`config.mk`:
```
export PLATFORM = sky130hd
export DESIGN_NAME = cordic_engine
export DESIGN_NICKNAME = d
export VERILOG_FILES = /design/src/rtl/cordic_engine.sv
export SDC_FILE = /design/constraint.sdc
export NUM_CORES = 1
export LEC_CHECK = 0
export CAP_MARGIN = 40
export CORE_UTILIZATION = 42
export DETAILED_ROUTE_END_ITERATION = 10
export GPL_ROUTABILITY_DRIVEN = 0
export PLACE_DENSITY = 0.71
export SYNTH_ARGS = -nofsm -noshare
export SYNTH_HDL_FRONTEND = slang
export SYNTH_SLANG_ARGS = --single-unit
```
`constraint.sdc`:
```
create_clock -name clk -period 4.95 [get_ports clk]
set_clock_uncertainty 0.2 [all_clocks]
set_input_delay 0.495 -clock clk [delete_from_list [all_inputs] [get_ports clk]]
set_output_delay 0.495 -clock clk [all_outputs]
set_load 0.02 [all_outputs]
```
`src/rtl/cordic_engine.sv`:
```
// Iterative CORDIC engine: circular/linear coordinates, rotation/vectoring modes.
// One iteration per clock under an internal counter; the atan table sits outside
// the block and answers iter_idx combinationally on z_rom.
module cordic_engine #(
    parameter int WIDTH = 16,
    parameter int FRAC  = 14,
    parameter int ITERS = 16,
    parameter int CNT_W = 5
) (
    input  logic             clk,
    input  logic             rst_n,
    input  logic             start,
    output logic             in_ready,
    input  logic             mode_lin,
    input  logic             mode_vec,
    input  logic [WIDTH-1:0] x_in,
    input  logic [WIDTH-1:0] y_in,
    input  logic [WIDTH-1:0] z_in,
    output logic [CNT_W-1:0] iter_idx,
    input  logic [WIDTH-1:0] z_rom,
    output logic             out_valid,
    input  logic             out_ready,
    output logic [WIDTH-1:0] x_out,
    output logic [WIDTH-1:0] y_out,
    output logic [WIDTH-1:0] z_out,
    output logic             busy
);

    // state | meaning
    // IDLE  | waiting for start, in_ready high
    // RUN   | one CORDIC iteration per clock, k = counter
    // DONE  | results presented, waiting for out_ready
    typedef enum logic [1:0] {
        S_IDLE = 2'd0,
        S_RUN  = 2'd1,
        S_DONE = 2'd2
    } state_t;

    localparam logic [CNT_W-1:0] LAST_K = CNT_W'(ITERS - 1);
    localparam logic [WIDTH-1:0] ONE    = WIDTH'(1);

    state_t                   state_q, state_d;
    logic [CNT_W-1:0]         cnt_q;
    logic                     lin_q, vec_q;
    logic signed [WIDTH-1:0]  x_q, y_q, z_q;
    logic signed [WIDTH-1:0]  x_d, y_d, z_d;
    logic [WIDTH-1:0]         xo_q, yo_q, zo_q;

    logic                     accept;
    logic                     last_iter;
    logic                     sigma_pos;
    logic signed [WIDTH-1:0]  x_sh, y_sh, e_k;
    logic [WIDTH-1:0]         e_lin;

    // Arithmetic right shift; shifting by WIDTH or more leaves only sign bits.
    function automatic logic signed [WIDTH-1:0] ash(input logic signed [WIDTH-1:0] v,
                                                    input logic [CNT_W-1:0] k);
        if (int'(k) >= WIDTH) begin
            return {WIDTH{v[WIDTH-1]}};
        end
        return v >>> k;
    endfunction

    assign accept    = in_ready && start;
    assign last_iter = (cnt_q == LAST_K);

    // State register.
    always_ff @(posedge clk or negedge rst_n) begin
        if (!rst_n) begin
            state_q <= S_IDLE;
        end else begin
            state_q <= state_d;
        end
    end

    // Next-state decode.
    always_comb begin
        state_d = state_q;
        case (state_q)
            S_IDLE:  if (start)     state_d = S_RUN;
            S_RUN:   if (last_iter) state_d = S_DONE;
            S_DONE:  if (out_ready) state_d = S_IDLE;
            default: state_d = S_IDLE;
        endcase
    end

    // Handshake and status outputs decoded from the state.
    always_comb begin
        in_ready  = (state_q == S_IDLE);
        busy      = (state_q == S_RUN) || (state_q == S_DONE);
        out_valid = (state_q == S_DONE);
        iter_idx  = (state_q == S_RUN) ? cnt_q : '0;
    end

    // One CORDIC micro-rotation; linear mode steps z by 2^(FRAC-k) and keeps x.
    always_comb begin
        e_lin = '0;
        if (int'(cnt_q) <= FRAC) begin
            e_lin = ONE << (FRAC - int'(cnt_q));
        end
        e_k       = lin_q ? e_lin : z_rom;
        sigma_pos = vec_q ? y_q[WIDTH-1] : ~z_q[WIDTH-1];
        x_sh      = ash(x_q, cnt_q);
        y_sh      = ash(y_q, cnt_q);
        if (sigma_pos) begin
            x_d = lin_q ? x_q : x_q - y_sh;
            y_d = y_q + x_sh;
            z_d = z_q - e_k;
        end else begin
            x_d = lin_q ? x_q : x_q + y_sh;
            y_d = y_q - x_sh;
            z_d = z_q + e_k;
        end
    end

    // Working registers, iteration counter and result registers.
    // The final iteration result goes straight to the outputs on the RUN->DONE edge.
    always_ff @(posedge clk or negedge rst_n) begin
        if (!rst_n) begin
            cnt_q <= '0;
            lin_q <= 1'b0;
            vec_q <= 1'b0;
            x_q   <= '0;
            y_q   <= '0;
            z_q   <= '0;
            xo_q  <= '0;
            yo_q  <= '0;
            zo_q  <= '0;
        end else if (accept) begin
            cnt_q <= '0;
            lin_q <= mode_lin;
            vec_q <= mode_vec;
            x_q   <= x_in;
            y_q   <= y_in;
            z_q   <= z_in;
        end else if (state_q == S_RUN) begin
            x_q <= x_d;
            y_q <= y_d;
            z_q <= z_d;
            if (last_iter) begin
                cnt_q <= '0;
                xo_q  <= x_d;
                yo_q  <= y_d;
                zo_q  <= z_d;
            end else begin
                cnt_q <= cnt_q + CNT_W'(1);
            end
        end
    end

    assign x_out = xo_q;
    assign y_out = yo_q;
    assign z_out = zo_q;

endmodule

```
==> results of run 1 <==
## layer usage
metal	track usage, %	part of all wire [%]	vias up	wire length (µm)
met5	0	0	-	0
met4	7.56	2.7	0	808
met3	4.57	7.4	69	2240
met2	41.5	46	392	14000
met1	34.3	44	4582	13400
li1	-	-	4696	-
## layout by cell type, fill, tap and decap left out, types with 6 or more instances in the layout
cell type | synthesis | layout
a31oi_1 | 11 | 10
a22oi_1 | 8 | 7
and3_1 | 11 | 10
nand2_1 | 233 | 233
nand3_1 | 18 | 17
nand2b_1 | 12 | 12
o21bai_1 | 7 | 7
nor2_1 | 79 | 76
xnor2_1 | 51 | 51
nor2b_1 | 12 | 12
mux2i_1 | 58 | 54
o21a_1 | 14 | 13
a21o_1 | 9 | 9
or3_1 | 9 | 8
nor3_1 | 23 | 23
clkbuf_16 | 0 | 10
inv_1 | 56 | 56
buf_4 | 3 | 87
a22o_1 | 6 | 6
dfrtp_1 | 105 | 103
clkdlybuf4s50_1 | 0 | 124
a21oi_1 | 77 | 76
a211oi_1 | 10 | 9
xor2_1 | 21 | 21
or2_2 | 7 | 7
o21ai_0 | 120 | 118
mux2_2 | 19 | 19
and2_1 | 14 | 13
mux4_2 | 12 | 12
o211ai_1 | 12 | 12
ha_1 | 69 | 67
## cell families after synthesis
group / after synthesis
compound gates: 337
xor+xnor: 74
simple gates: 436
mux: 89
flops: 105
buf+inv: 130
fa+ha+maj: 73
## what timing repair did
| action | CTS | global route |
|---|---|---|
| resized for setup | 2 | 28 |
| pin swaps | 0 | 11 |
| setup endpoints to repair | 2 | 26 |
| endpoints found under the hold margin | 24 | 0 |
| cloned | 0 | 1 |
| buffers inserted | 0 | 8 |
| hold buffers | 1 | 0 |
## cell type report
type                            count  area share [%]
Clock buffer                       10            1.92
Clock inverter                      6           0.584
Inverter                           59            1.81
Multi-Input combinational cell   1009            55.1
Sequential cell                   105            21.1
Tap cell                          313            3.15
Timing Repair Buffer              219            16.3
## critical path: stages, from the launching register on
cell and delay [ns]:
dfrtp_2 0.46, buf_4 0.15, mux4_2 0.51, mux2i_2 0.20, nand2_1 0.13, a31oi_4 0.22
ha_2 0.22, nand3_2 0.08, nor2_2 0.14, a21oi_1 0.08, nor2_1 0.13, xor2_1 0.18
ha_1 0.30, a21o_1 0.19, a21o_1 0.20, a221o_1 0.34, o41ai_2 0.32, o21a_2 0.22
nor2_1 0.05, mux2i_1 0.16, o311ai_0 0.14
## flip-flops by register name, indices dropped and copies added, names as in the netlist
signal and cells:
state_q 2, z_q 16, x_out 16, cnt_q 5, vec_q 1, lin_q 1, x_q 16, y_q 16
y_out 16, z_out 16
## through the flow
step / hold WS, ns / setup WS (ns) / area [µm²] / instances
after CTS: 0.282 / 0.00879 / 12200 / 1712
final: 0.272 / 0.172 / 12400 / 1721
after detailed placement: 0.244 / -0.0309 / 11900 / 1695
after global routing: 0.300 / -0.0620 / 12400 / 1721
after floorplan: -0.000591 / 0.0101 / 9880 / 1244
after global placement: 0.260 / 0.139 / 11900 / 1693
## worst paths after layout
check / startpoint / end / slack, ns
min in group asynchronous: rst_n / z_out[8]$_DFFE_PN0P_ / 0.38
max in group asynchronous: rst_n / cnt_q[0]$_DFFE_PN0P_ / 3.36
hold reg to reg: x_out[11]$_DFFE_PN0P_ / x_out[11]$_DFFE_PN0P_ / 0.27
hold / removal: x_out[11]$_DFFE_PN0P_ / x_out[11]$_DFFE_PN0P_ / 0.27
setup reg to reg: cnt_q[1]$_DFFE_PN0P_ / y_q[15]$_DFFE_PN0P_ / 0.17
setup / recovery: cnt_q[1]$_DFFE_PN0P_ / y_q[15]$_DFFE_PN0P_ / 0.17
==> qor.csv, run 1 <==
stage,metric,value,unit
worst_setup_path,arrival,4.79,ns
worst_hold_path,hp-class,reg2reg,
worst_setup_path,r2r_cells,20,
floorplanning,core_area,22800,µm²
logic_synthesis,ys_seq_elements,105,
logic_synthesis,synth_top_area_share,26.6,%
layout,drive_above_1_share,13.6,%
worst_setup_path,crit_path_start_kind,flop,
worst_setup_path,cp-end-kind,flop,
logic_synthesis,ys_seq_area_share,26.6,%
layout,seq_area,2630,µm²
logic_synthesis,synth_area_per_cell,7.94,µm²
logic_synthesis,synth_edf_count,0,
logic_synthesis,yosysTopAreaCell,dfrtp_1,
timing,worst_pin_slew,0.879,ns
timing,final-hold-violation-count,0,
logic_synthesis,synth_common_cells,"nand2_1 (233), o21ai_0 (120), dfrtp_1 (105), nor2_1 (79), a21oi_1 (77)",
routing,drt-total-wl,30400,µm
logic_synthesis,synthXorXnorAreaFrac,6.71,%
cts,cts_buffers,9,
floorplanning,chipWidth,155,µm
worst_setup_path,crit_type,reg2reg,
floorplanning,initial_core_util,43.2,%
routing,drc,0,
logic_synthesis,synth_ff_type,dfrtp_1,
cts,htree_levels,3,
cts,tritoncts,built,
logic_synthesis,synthMuxAreaShare,10.8,%
logic_synthesis,synth.distinct_cells,78,
logic_synthesis,synthCells,1244,
routing,via_per_inst,5.66,
global_routing,grt_max_degree,93,
layout,fillers,2165,
logic_synthesis,synthesis.area,9880,µm²
layout,nets,1546,
logic_synthesis,synth_top_family_by_area,compound AO/OA/AOI/OAI gates,
layout,antenna_cells,0,
timing,period_share,96.5,%
cts,clkTransAtPathRegs,0.08,ns
placement,port_buffers,125,
routing,dr.pass1.iters,6,
worst_hold_path,hold_depth,2,
global_routing,grt_util_all_layers,25.5,%
timing,setup_violations,0,
cts,cts.path.max_buffers,2,
timing,finalMaxSlewViolations,0,
job,maxCapViolations,0,
routing,drtIter0Drc,834,
logic_synthesis,synth-adder-area-share,9.55,%
global_routing,grt_pass1_vias,9455,
worst_setup_path,cp.required,4.97,ns
floorplanning,dieHeight,155,µm
routing,antenna_left,0,
logic_synthesis,yosysWarnings,0,
routing,num_vias,9739,
logic_synthesis,async_reset_ff_share,100,%
floorplanning,ioPinCount,126,
timing,min_period,4.78,ns
cts,cts-root-buf,clkbuf_16,
cts,clock_latency,0.37,ns
layout,synthToLayoutAreaGrowth,25.9,%
global_routing,grt_overflow,0,
timing,tns,0,ns
floorplanning,die_area,24100,µm²
layout,fin_util,54.4,%
timing,fmax,209,MHz
global_routing,grt_first_pass_wirelength,49000,µm
timing,max-slew-margin-rel,41.4,%
logic_synthesis,synth_compound_area_share,21.7,%
status,outcome,"complete, no violations",
logic_synthesis,yosysMostFrequentCell,nand2_1,
logic_synthesis,synth.area.top_cells,"dfrtp_1 (27%), nand2_1 (8.9%), ha_1 (8.7%)",
logic_synthesis,synth_nets,1387,
global_routing,antenna_found_initial,0,
placement,dp_hpwl,23000,µm
cts,cts_sinks,105,
routing,drt-wirelength-per-cell,17.7,µm
layout,multi_input_area,6850,µm²
floorplanning,rows,55,
logic_synthesis,yosys.area_share.simple,19.4,%
worst_setup_path,cp_max_fo,5,
Power of run 1 is left out: the tool's default activity adds up to more than one toggle a clock period on the data nets, which glitch-free logic cannot reach.
==> run 2, diff against run 1 <==
--- a/config.mk
+++ b/config.mk
@@ -7,6 +7,7 @@
 export LEC_CHECK = 0
 export CAP_MARGIN = 40
 export CORE_UTILIZATION = 42
+export CTS_CLUSTER_SIZE = 20
 export DETAILED_ROUTE_END_ITERATION = 10
 export GPL_ROUTABILITY_DRIVEN = 0
 export PLACE_DENSITY = 0.71
==> results of run 2 <==
No change in the layout: final DEF, timing and power equal those of run 1.
Power of run 2 is left out for the same reason.
==> run 3, diff against run 2 <==
--- a/config.mk
+++ b/config.mk
@@ -5,7 +5,8 @@
 export SDC_FILE = /design/constraint.sdc
 export NUM_CORES = 1
 export LEC_CHECK = 0
-export CAP_MARGIN = 40
+export CAP_MARGIN = 20
+export CORE_ASPECT_RATIO = 0.5
 export CORE_UTILIZATION = 42
 export CTS_CLUSTER_SIZE = 20
 export DETAILED_ROUTE_END_ITERATION = 10
==> qor.csv, run 3 (same netlist as run 1, synthesis figures left out) <==
stage,metric,value,unit,change
routing,drc,0,,unchanged
worst_setup_path,cp_cell_sequence,"clkbuf_16, buf_4, mux4_2, mux2_2, o21ai_1, nor2_1, nor2_1, ha_2, nand3_4, nor2_4, a21oi_2, nor2_1, xor2_1, ha_1, a21o_1, a21o_1, a221o_1, o41ai_2, o21a_2, nor2_1, mux2i_1, o311ai_1",,"was buf_4, mux4_2, mux2i_2, nand2_1, a31oi_4, ha_2, nand3_2, nor2_2, a21oi_1, nor2_1, xor2_1, ha_1, a21o_1, a21o_1, a221o_1, o41ai_2, o21a_2, nor2_1, mux2i_1, o311ai_0"
routing,antenna_left,0,,unchanged
global_routing,grt_util_all_layers,26.4,%,was 25.5%
worst_setup_path,cp_max_fo,5,,unchanged
worst_hold_path,hp-class,in2async,,was reg2reg
timing,setup_violations,0,,unchanged
floorplanning,initial_core_util,43.1,%,was 43.2%
floorplanning,die_area,24200,µm²,"was 24,100 µm²"
timing,fmax,204,MHz,was 209 MHz
global_routing,grt_max_degree,93,,unchanged
cts,tritoncts,built,,unchanged
worst_setup_path,cpMostUsedCell,nor2_1,,
layout,fillers,2105,,"was 2,165"
layout,antenna_cells,0,,unchanged
cts,clkTransAtPathRegs,0.09,ns,was 0.08 ns
timing,final-hold-violation-count,0,,unchanged
cts,cts_buffers,9,,unchanged
timing,max-slew-margin-rel,40.4,%,was 41.4%
routing,drt-total-wl,31800,µm,"was 30,400 µm"
cts,cts-root-buf,clkbuf_16,,unchanged
floorplanning,chipWidth,219,µm,was 155 µm
floorplanning,rows,39,,was 55
worst_setup_path,max_stage_delay,0.46,ns,was 0.51 ns
floorplanning,core_area,22900,µm²,"was 22,800 µm²"
timing,finalMaxSlewViolations,0,,unchanged
cts,htree_levels,3,,unchanged
layout,synthToLayoutAreaGrowth,25.4,%,was 25.9%
status,outcome,"complete, no violations",,unchanged
cts,cts_sinks,105,,unchanged
worst_setup_path,crit_family,compound AO/OA/AOI/OAI gates,,unchanged
routing,drt-wirelength-per-cell,18.6,µm,was 17.7 µm
placement,port_buffers,125,,unchanged
routing,via_per_inst,5.86,,was 5.66
layout,layout_commonest_cell,nand2_1,,unchanged
worst_setup_path,cp.required,4.98,ns,was 4.97 ns
cts,cts.path.max_buffers,2,,unchanged
global_routing,grt_overflow,0,,unchanged
timing,period_share,98.9,%,was 96.5%
timing,tns,0,ns,unchanged
layout,drive_above_1_share,13.4,%,was 13.6%
worst_setup_path,cpMaxStageDelayCell,dfrtp_2,,was mux4_2
placement,dp_hpwl,24400,µm,"was 23,000 µm"
layout,nets,1542,,"was 1,546"
timing,worst_pin_slew,0.894,ns,was 0.879 ns
routing,dr.pass1.iters,5,,was 6
worst_setup_path,cp-end-kind,flop,,unchanged
worst_setup_path,crit_type,reg2reg,,unchanged
layout,final_cell_mix,"nand2_1 (233), clkdlybuf4s50_1 (124), o21ai_0 (111), dfrtp_1 (103), buf_4 (85)",,"was nand2_1 (233), clkdlybuf4s50_1 (124), o21ai_0 (118), dfrtp_1 (103), buf_4 (87)"
timing,rsz0062_at_grt,true,,
worst_setup_path,crit_path_start_kind,flop,,unchanged
global_routing,antenna_found_initial,0,,unchanged
worst_setup_path,rrSetupSlack,0.05,ns,was 0.17 ns
global_routing,grt_pass1_vias,9547,,"was 9,455"
job,maxCapViolations,0,,unchanged
floorplanning,dieHeight,110,µm,was 155 µm
global_routing,grt_first_pass_wirelength,50600,µm,"was 49,000 µm"
worst_setup_path,crit_buf_inv,2,,was 1
routing,num_vias,10000,,"was 9,739"
routing,drtIter0Drc,969,,was 834
timing,min_period,4.90,ns,was 4.78 ns
cts,clock_latency,0.39,ns,was 0.37 ns
worst_setup_path,arrival,4.93,ns,was 4.79 ns
floorplanning,ioPinCount,126,,unchanged
[run 3: per-stage QoR]
step	setup slack, ns	instances	instance area, µm²	hold WS, ns	utilization (%)
6_report	0.0530	1711	12400	0.0193	54.0
3_5_place_dp	-0.135	1685	11900	0.261	51.8
4_1_cts	-0.00757	1701	12200	0.0346	53.2
5_1_grt	-0.171	1711	12400	0.0818	54.0
3_3_place_gp	0.136	1685	11900	0.257	51.8
2_1_floorplan	0.0101	1244	9880	-0.000591	-
[run 3: cell type report]
cell class,instances,area (µm²),share of cell area (%)
clock buffers,9,225,1.82
clock inverters,7,81.3,0.657
inverters,59,221,1.79
multi-input cells,1009,6860,55.4
flip-flops and latches,105,2630,21.2
well taps,307,384,3.10
repair buffers,215,1990,16.0
[run 3: worst reg2reg max path, delay by kind of cell (launching register included)]
kind | cells | cell delay (ns)
AO/OA/AOI/OAI | 8 | 1.60
multiplexers | 3 | 0.71
AND/OR/NAND/NOR | 6 | 0.66
adder cells (fa/ha/maj) | 2 | 0.54
flip-flops | 1 | 0.46
buffers and inverters | 2 | 0.32
XOR/XNOR | 1 | 0.23
[run 3: final timing paths]
kind                                            from              endpoint  cells past startpoint
worst max-delay path            cnt_q[0]$_DFFE_PN0P_   y_q[15]$_DFFE_PN0P_                     22
worst min-delay path                           rst_n  y_out[8]$_DFFE_PN0P_                      1
worst max register to register  cnt_q[0]$_DFFE_PN0P_   y_q[15]$_DFFE_PN0P_                     22
worst min register to register  y_out[9]$_DFFE_PN0P_  y_out[9]$_DFFE_PN0P_                      2
max in group asynchronous                      rst_n     lin_q$_DFFE_PN0P_                      2
min in group clk                y_out[9]$_DFFE_PN0P_  y_out[9]$_DFFE_PN0P_                      2
[run 3: repair_timing]
| item | in CTS | in global routing |
|---|---|---|
| hold buffers | 0 | 0 |
| pin swaps | 0 | 10 |
| buffers inserted | 0 | 10 |
| setup endpoints to repair | 4 | 30 |
| resized for setup | 5 | 34 |
| cloned | 0 | 1 |
[run 3: per-layer routing]
| metal | routed length, µm | vias to the layer above | track usage, % |
|---|---|---|---|
| met1 | 14100 | 4783 | 37.0 |
| met3 | 2980 | 73 | 7.13 |
| met5 | 0 | - | 0 |
| met4 | 937 | 0 | 8.29 |
| met2 | 13700 | 482 | 39.3 |
| li1 | - | 4683 | - |
Power of run 3 is left out for the same reason.
